## config.mk

```make
export PLATFORM = sky130hd
export DESIGN_NAME = sub_8_serial_flat
export DESIGN_NICKNAME = d
export VERILOG_FILES = /design/src/rtl/sub_8_serial_pkg.sv /design/src/rtl/sub_8_serial_if.sv /design/src/rtl/sub_8_serial_full_subtractor.sv /design/src/rtl/sub_8_serial.sv /design/src/flat_wrapper.sv
export SDC_FILE = /design/constraint.sdc
export NUM_CORES = 1
export LEC_CHECK = 0
export CAP_MARGIN = 0
export CORE_UTILIZATION = 50
export CTS_CLUSTER_SIZE = 14
export DETAILED_ROUTE_END_ITERATION = 12
export MAX_ROUTING_LAYER = met4
export PLACE_DENSITY = 0.77
export SKIP_CTS_REPAIR_TIMING = 1
export SLEW_MARGIN = 30
export SYNTH_ARGS = -nofsm -noshare
export SYNTH_HDL_FRONTEND = slang
export SYNTH_SLANG_ARGS = --single-unit
export TNS_END_PERCENT = 1
```

## constraint.sdc

```tcl
create_clock -name clk -period 1.5 [get_ports clk]
set_input_delay 0.45 -clock clk [delete_from_list [all_inputs] [get_ports clk]]
set_output_delay 0.45 -clock clk [all_outputs]
set_load 0.005 [all_outputs]
```

## src/rtl/sub_8_serial_pkg.sv

```systemverilog
// -----------------------------------------------------------------------------
// sub_8_serial_pkg
// Shared definitions for the bit-serial subtractor:
//   - WIDTH_DEF : default operand/result width
//   - CNT_W_DEF : bit-counter width for the default operand width
//   - state_t   : controller state encoding
//   - cnt_width : bit-counter width for an arbitrary operand width
// No ports (package).
// -----------------------------------------------------------------------------
package sub_8_serial_pkg;

  localparam int WIDTH_DEF = 8;

  // Counter only has to reach WIDTH-1, so clog2(WIDTH) bits suffice.
  function automatic int cnt_width(input int w);
    return (w <= 2) ? 1 : $clog2(w);
  endfunction

  localparam int CNT_W_DEF = cnt_width(WIDTH_DEF);

  typedef enum logic [1:0] {
    ST_IDLE  = 2'd0,
    ST_SHIFT = 2'd1,
    ST_DONE  = 2'd2
  } state_t;

endpackage

```

## src/rtl/sub_8_serial_if.sv

```systemverilog
// -----------------------------------------------------------------------------
// sub_8_serial_if
// Start/done handshake and operand/result bus of the serial subtractor.
//   start  : request pulse (master -> slave)
//   a, b   : minuend / subtrahend, WIDTH bits (master -> slave)
//   bin    : borrow-in (master -> slave)
//   busy   : operation in progress (slave -> master)
//   done   : one-cycle result-valid pulse (slave -> master)
//   diff   : registered difference, WIDTH bits (slave -> master)
//   bout   : registered borrow-out (slave -> master)
// -----------------------------------------------------------------------------
interface sub_8_serial_if
  import sub_8_serial_pkg::*;
#(
  parameter int WIDTH = WIDTH_DEF
);

  logic             start;
  logic [WIDTH-1:0] a;
  logic [WIDTH-1:0] b;
  logic             bin;
  logic             busy;
  logic             done;
  logic [WIDTH-1:0] diff;
  logic             bout;

  modport master (
    output start, a, b, bin,
    input  busy, done, diff, bout
  );

  modport slave (
    input  start, a, b, bin,
    output busy, done, diff, bout
  );

endinterface

```

## src/rtl/sub_8_serial_full_subtractor.sv

```systemverilog
// -----------------------------------------------------------------------------
// full_subtractor
// One-bit combinational subtractor cell: x - y - bi.
//   x  : minuend bit
//   y  : subtrahend bit
//   bi : borrow-in
//   d  : difference bit
//   bo : borrow-out (x < y + bi)
// -----------------------------------------------------------------------------
module full_subtractor (
  input  logic x,
  input  logic y,
  input  logic bi,
  output logic d,
  output logic bo
);

  assign d  = x ^ y ^ bi;
  // Borrow when y alone exceeds x, or when x == y and a borrow is pending.
  assign bo = (~x & y) | (~(x ^ y) & bi);

endmodule

```

## src/rtl/sub_8_serial.sv

```systemverilog
// -----------------------------------------------------------------------------
// sub_8_serial
// Bit-serial WIDTH-bit subtractor, diff = a - b - bin, one bit per clock,
// LSB first, behind a start/done handshake.
//   clk : clock, rising edge
//   rst : synchronous reset, active-high, priority over start
//   bus : sub_8_serial_if.slave (start, a, b, bin in; busy, done, diff, bout out)
//
// state | meaning
// ------+-----------------------------------------------------------------
// IDLE  | waiting for start; outputs hold the last result
// SHIFT | one bit processed per edge; last bit loads diff/bout
// DONE  | done pulse for one cycle; start here chains the next operation
// -----------------------------------------------------------------------------
module sub_8_serial
  import sub_8_serial_pkg::*;
#(
  parameter int WIDTH = WIDTH_DEF
) (
  input  logic          clk,
  input  logic          rst,
  sub_8_serial_if.slave bus
);

  localparam int CNT_W = cnt_width(WIDTH);
  localparam logic [CNT_W-1:0] CNT_LAST = CNT_W'(WIDTH - 1);

  state_t           state_q, state_d;
  logic [WIDTH-1:0] a_sh_q, a_sh_d;
  logic [WIDTH-1:0] b_sh_q, b_sh_d;
  logic [WIDTH-1:0] res_q, res_d;
  logic             br_q, br_d;
  logic [CNT_W-1:0] cnt_q, cnt_d;
  logic [WIDTH-1:0] diff_q, diff_d;
  logic             bout_q, bout_d;

  logic busy;
  logic done;
  logic bit_d;
  logic bit_bo;

  full_subtractor u_cell (
    .x  (a_sh_q[0]),
    .y  (b_sh_q[0]),
    .bi (br_q),
    .d  (bit_d),
    .bo (bit_bo)
  );

  always_comb begin
    state_d = state_q;
    a_sh_d  = a_sh_q;
    b_sh_d  = b_sh_q;
    res_d   = res_q;
    br_d    = br_q;
    cnt_d   = cnt_q;
    diff_d  = diff_q;
    bout_d  = bout_q;
    busy    = 1'b0;
    done    = 1'b0;

    case (state_q)
      ST_IDLE, ST_DONE: begin
        done = (state_q == ST_DONE);
        if (bus.start) begin
          state_d = ST_SHIFT;
          a_sh_d  = bus.a;
          b_sh_d  = bus.b;
          br_d    = bus.bin;
          res_d   = '0;
          cnt_d   = '0;
        end else begin
          state_d = ST_IDLE;
        end
      end

      ST_SHIFT: begin
        busy   = 1'b1;
        a_sh_d = {1'b0, a_sh_q[WIDTH-1:1]};
        b_sh_d = {1'b0, b_sh_q[WIDTH-1:1]};
        // Result fills from the MSB side so bit 0 lands at the LSB after WIDTH shifts.
        res_d  = {bit_d, res_q[WIDTH-1:1]};
        br_d   = bit_bo;
        cnt_d  = cnt_q + CNT_W'(1);
        if (cnt_q == CNT_LAST) begin
          state_d = ST_DONE;
          diff_d  = {bit_d, res_q[WIDTH-1:1]};
          bout_d  = bit_bo;
        end
      end

      default: begin
        state_d = ST_IDLE;
      end
    endcase
  end

  always_ff @(posedge clk) begin
    if (rst) begin
      state_q <= ST_IDLE;
      a_sh_q  <= '0;
      b_sh_q  <= '0;
      res_q   <= '0;
      br_q    <= 1'b0;
      cnt_q   <= '0;
      diff_q  <= '0;
      bout_q  <= 1'b0;
    end else begin
      state_q <= state_d;
      a_sh_q  <= a_sh_d;
      b_sh_q  <= b_sh_d;
      res_q   <= res_d;
      br_q    <= br_d;
      cnt_q   <= cnt_d;
      diff_q  <= diff_d;
      bout_q  <= bout_d;
    end
  end

  assign bus.busy = busy;
  assign bus.done = done;
  assign bus.diff = diff_q;
  assign bus.bout = bout_q;

endmodule

```

## src/flat_wrapper.sv

```systemverilog
// flat-port wrapper written by rule: the top's interface ports become plain ports
module sub_8_serial_flat import sub_8_serial_pkg::*;
#(
  parameter int WIDTH = WIDTH_DEF
)
  (clk, rst, bus_start, bus_a, bus_b, bus_bin, bus_busy, bus_done, bus_diff, bus_bout);
  sub_8_serial_if #(.WIDTH(WIDTH)) bus_i ();
  input  logic clk;
  input  logic rst;
  input wire logic [$bits(bus_i.start)-1:0] bus_start;
  input wire logic [$bits(bus_i.a)-1:0] bus_a;
  input wire logic [$bits(bus_i.b)-1:0] bus_b;
  input wire logic [$bits(bus_i.bin)-1:0] bus_bin;
  output wire logic [$bits(bus_i.busy)-1:0] bus_busy;
  output wire logic [$bits(bus_i.done)-1:0] bus_done;
  output wire logic [$bits(bus_i.diff)-1:0] bus_diff;
  output wire logic [$bits(bus_i.bout)-1:0] bus_bout;
  assign bus_i.start = bus_start;
  assign bus_i.a = bus_a;
  assign bus_i.b = bus_b;
  assign bus_i.bin = bus_bin;
  assign bus_busy = bus_i.busy;
  assign bus_done = bus_i.done;
  assign bus_diff = bus_i.diff;
  assign bus_bout = bus_i.bout;
  sub_8_serial #(.WIDTH(WIDTH)) u_core (.clk(clk), .rst(rst), .bus(bus_i));
endmodule
```

==> results_dict.tcl <==
set metrics [dict create \
    cts-root-buf "clkbuf_4" \
    clock_latency_ns 0.33 \
    crit_path_start_kind "flop" \
    power.density_nw_per_um2 940.1 \
    rows 20 \
    place_congestion 0.7023 \
    cts_tree "done" \
    dpl_cell_area_um2 1944 \
    critPathCaptureType "output pin" \
    fin_worst_skew_ns 0.007810 \
    cts.path.max_buffers 2 \
    cp_slowest_cell "dfxtp_2" \
    antenna_found_initial 0 \
    post-route-drc-count 0 \
    n_fill_cell 281 \
    die_w_um 58.80 \
    worstHoldPathType "reg2reg" \
    slew_headroom_pct 70.62 \
    dr.pass1.iters 4 \
    finalMaxSlewViolations 0 \
    wl_per_cell_um 12.16 \
    multi_input_area_um2 738.2 \
    hold_viol 0 \
    leakage_nw 0.9225 \
    final_layout_size_suffix_gt1_share_pct 15.98 \
    dpl.hpwl_mm 2.188 \
    critPathKind "reg2out" \
    wl_mm 3.197 \
    irDropWorstVdd_mv 0.6676 \
    ys_warn_count 0 \
    fin_crit_ns 1.440 \
    dpl_worst_slack_ns -0.2501 \
    io_buffers 30 \
    initial_utilization_pct 52.83 \
    finalSetupViolCount 0 \
    grt_max_degree 44 \
    ios 31 \
    n_antenna_cell 0 \
    die_area_um2 3457 \
    crit_buf_inv 2 \
    rsz0062_at_grt "yes" \
    post-route-util_pct 67.34 \
    die_h_um 58.80 \
    syn_avg_cell_area_um2 8.488 \
    grt_pass1_wl_mm 5.319 \
    worst_path_largest_cell_delay_ns 0.35 \
    synth_compound_area_share_pct 18.93 \
    timing.fmax_mhz 694.5 \
    clk_pin_slew_ns 0.11 \
    drt_iter0_markers 31 \
    yosys.area_share.xor_xnor_pct 0 \
    synthSimpleGateAreaFrac_pct 23.58 \
    worstPathRequired_ns 1.05 \
    worst_pin_slew_ns 0.4408 \
    status "complete, no violations" \
    final.period_utilization_pct 95.99 \
    clock_sinks 38 \
    cts_made_buffers 5 \
    fin_cells 263 \
    design_area_um2 2056 \
    final-seq-area_um2 773.2 \
    yosys.area_share.adder_pct 2.793 \
    syn_area_um2 1613 \
    synth_cells 190 \
    core_um2 3053 \
    muxShareOfSynthArea_pct 0 \
    cts.htree.levels 2 \
    area_growth_pct 27.46 \
    cpLargestDelayFamily "flip-flops" \
    maxCapViolCount 0 \
    synth_seq_cells 38 \
    nNetsFinal 241 \
    synth.distinct_cells 22 \
    worstPathCellList "nand2b_4 > clkinv_2 > dlymetal6s2s_1" \
    ys_seq_area_share_pct 47.17 \
    dp_cells 255 \
    via_per_inst 5.342 \
    critical_path_arrival_ns 0.99 \
    via_count 1405 \
    synth_fp_nets 213 \
    path_max_fanout 3 \
    drtAntennaViolNets 0 \
    grt_overflow_total 0 \
    grt_use_total_pct 21.13 \
    layout_setup_ws_ns 0.06015 \
    totalPowerFinal_mw 1.932 \
    synth_top_family_by_area "simple AND/OR/NAND/NOR gates" \
    grt_pass1_vias 1283 \
]
cells in the mapped netlist:
cell / number / area, um^2
a311oi_2: 7 / 105.1
fa_1: 1 / 20.02
clkinv_2: 1 / 5.000
nand3_1: 21 / 105.1
a21oi_1: 21 / 105.1
buf_1: 2 / 7.510
nand3b_1: 1 / 7.510
nand2b_1: 3 / 18.77
clkbuf_1: 2 / 7.510
nor2b_1: 2 / 12.51
ha_1: 2 / 25.02
buf_6: 3 / 33.78
o21a_1: 1 / 7.510
nor2_1: 16 / 60.06
buf_2: 6 / 30.03
inv_1: 2 / 7.510
buf_4: 4 / 30.03
a21oi_2: 1 / 8.760
dfxtp_1: 38 / 760.7
nand2_1: 47 / 176.4
a311oi_1: 8 / 70.07
a2bb2oi_1: 1 / 8.760
placed cells by master, fill, tap and decap left out, types with 7 or more instances in the layout:
cell	instances
a21oi_1	21
a311oi_1	8
a311oi_2	7
clkdlybuf4s50_1	19
dfxtp_1	28
dfxtp_2	10
dlymetal6s2s_1	11
nand2_1	47
nand3_1	21
nor2_1	16
layer usage:
metal / routed length [um] / GRT usage [%] / vias to the layer above
met1: 1376 / 24.24 / 667
met4: 28 / 8.163 / 0
met3: 142 / 5.275 / 4
met2: 1649 / 35.39 / 31
met5: 0 / - / -
li1: - / - / 703
worst min-delay path, delay by kind of cell, from the launching register on:
family             cells  cell delay [ns]
DFF                    1             0.33
and+or+nand+nor        1             0.05
AOI/OAI and AO/OA      1             0.05
area by class of cell:
cell class	count	share of cell area [%]
clock buffers	7	2.678
multi-input cells	132	35.91
inverters	3	0.6086
flip-flops and latches	38	37.61
clock inverters	1	0.2435
well taps	44	2.678
repair buffers	38	20.27
cells by family after synthesis:
kind of cell / after synthesis
simple gates: 90
compound gates: 39
flops: 38
buf+inv: 20
fa+ha+maj: 3
per-stage QoR:
stage / setup TNS (ns) / hold slack, ns
after global routing: -0.001845 / 0.4729
after global placement: -2.387 / 0.4437
after CTS: -1.943 / 0.4617
final: 0 / 0.4572
after floorplan: 0 / 0.4438
after detailed placement: -3.741 / 0.4461
power by group:
part / switching [mW] / leakage (nW) / internal (mW)
Sequential: 0.0301 / 0.315 / 1.06
Combinational: 0.156 / 0.572 / 0.142
Clock: 0.318 / 0.0353 / 0.227
state kept, by name, indices dropped and copies added (netlist names):
register	flops
u_core.bus.diff	8
u_core.a_sh_q	8
u_core.bus.bout	1
u_core.br_q	1
u_core.cnt_q	3
u_core.res_q	7
u_core.b_sh_q	8
u_core.state_q	2
worst paths after layout:
check                                  startpoint                               to  slack (ns)  cells past startpoint
setup / recovery   u_core.state_q[1]$_SDFFE_PP0P_                         bus_busy        0.06                      3
hold / removal    u_core.bus.diff[3]$_SDFFE_PP0P_  u_core.bus.diff[3]$_SDFFE_PP0P_        0.46                      2
setup reg to reg   u_core.state_q[1]$_SDFFE_PP0P_    u_core.b_sh_q[3]$_SDFFE_PP0P_        0.18                      4
hold reg to reg   u_core.bus.diff[3]$_SDFFE_PP0P_  u_core.bus.diff[3]$_SDFFE_PP0P_        0.46                      2
No activity file was read; power rests on OpenSTA's default activity.
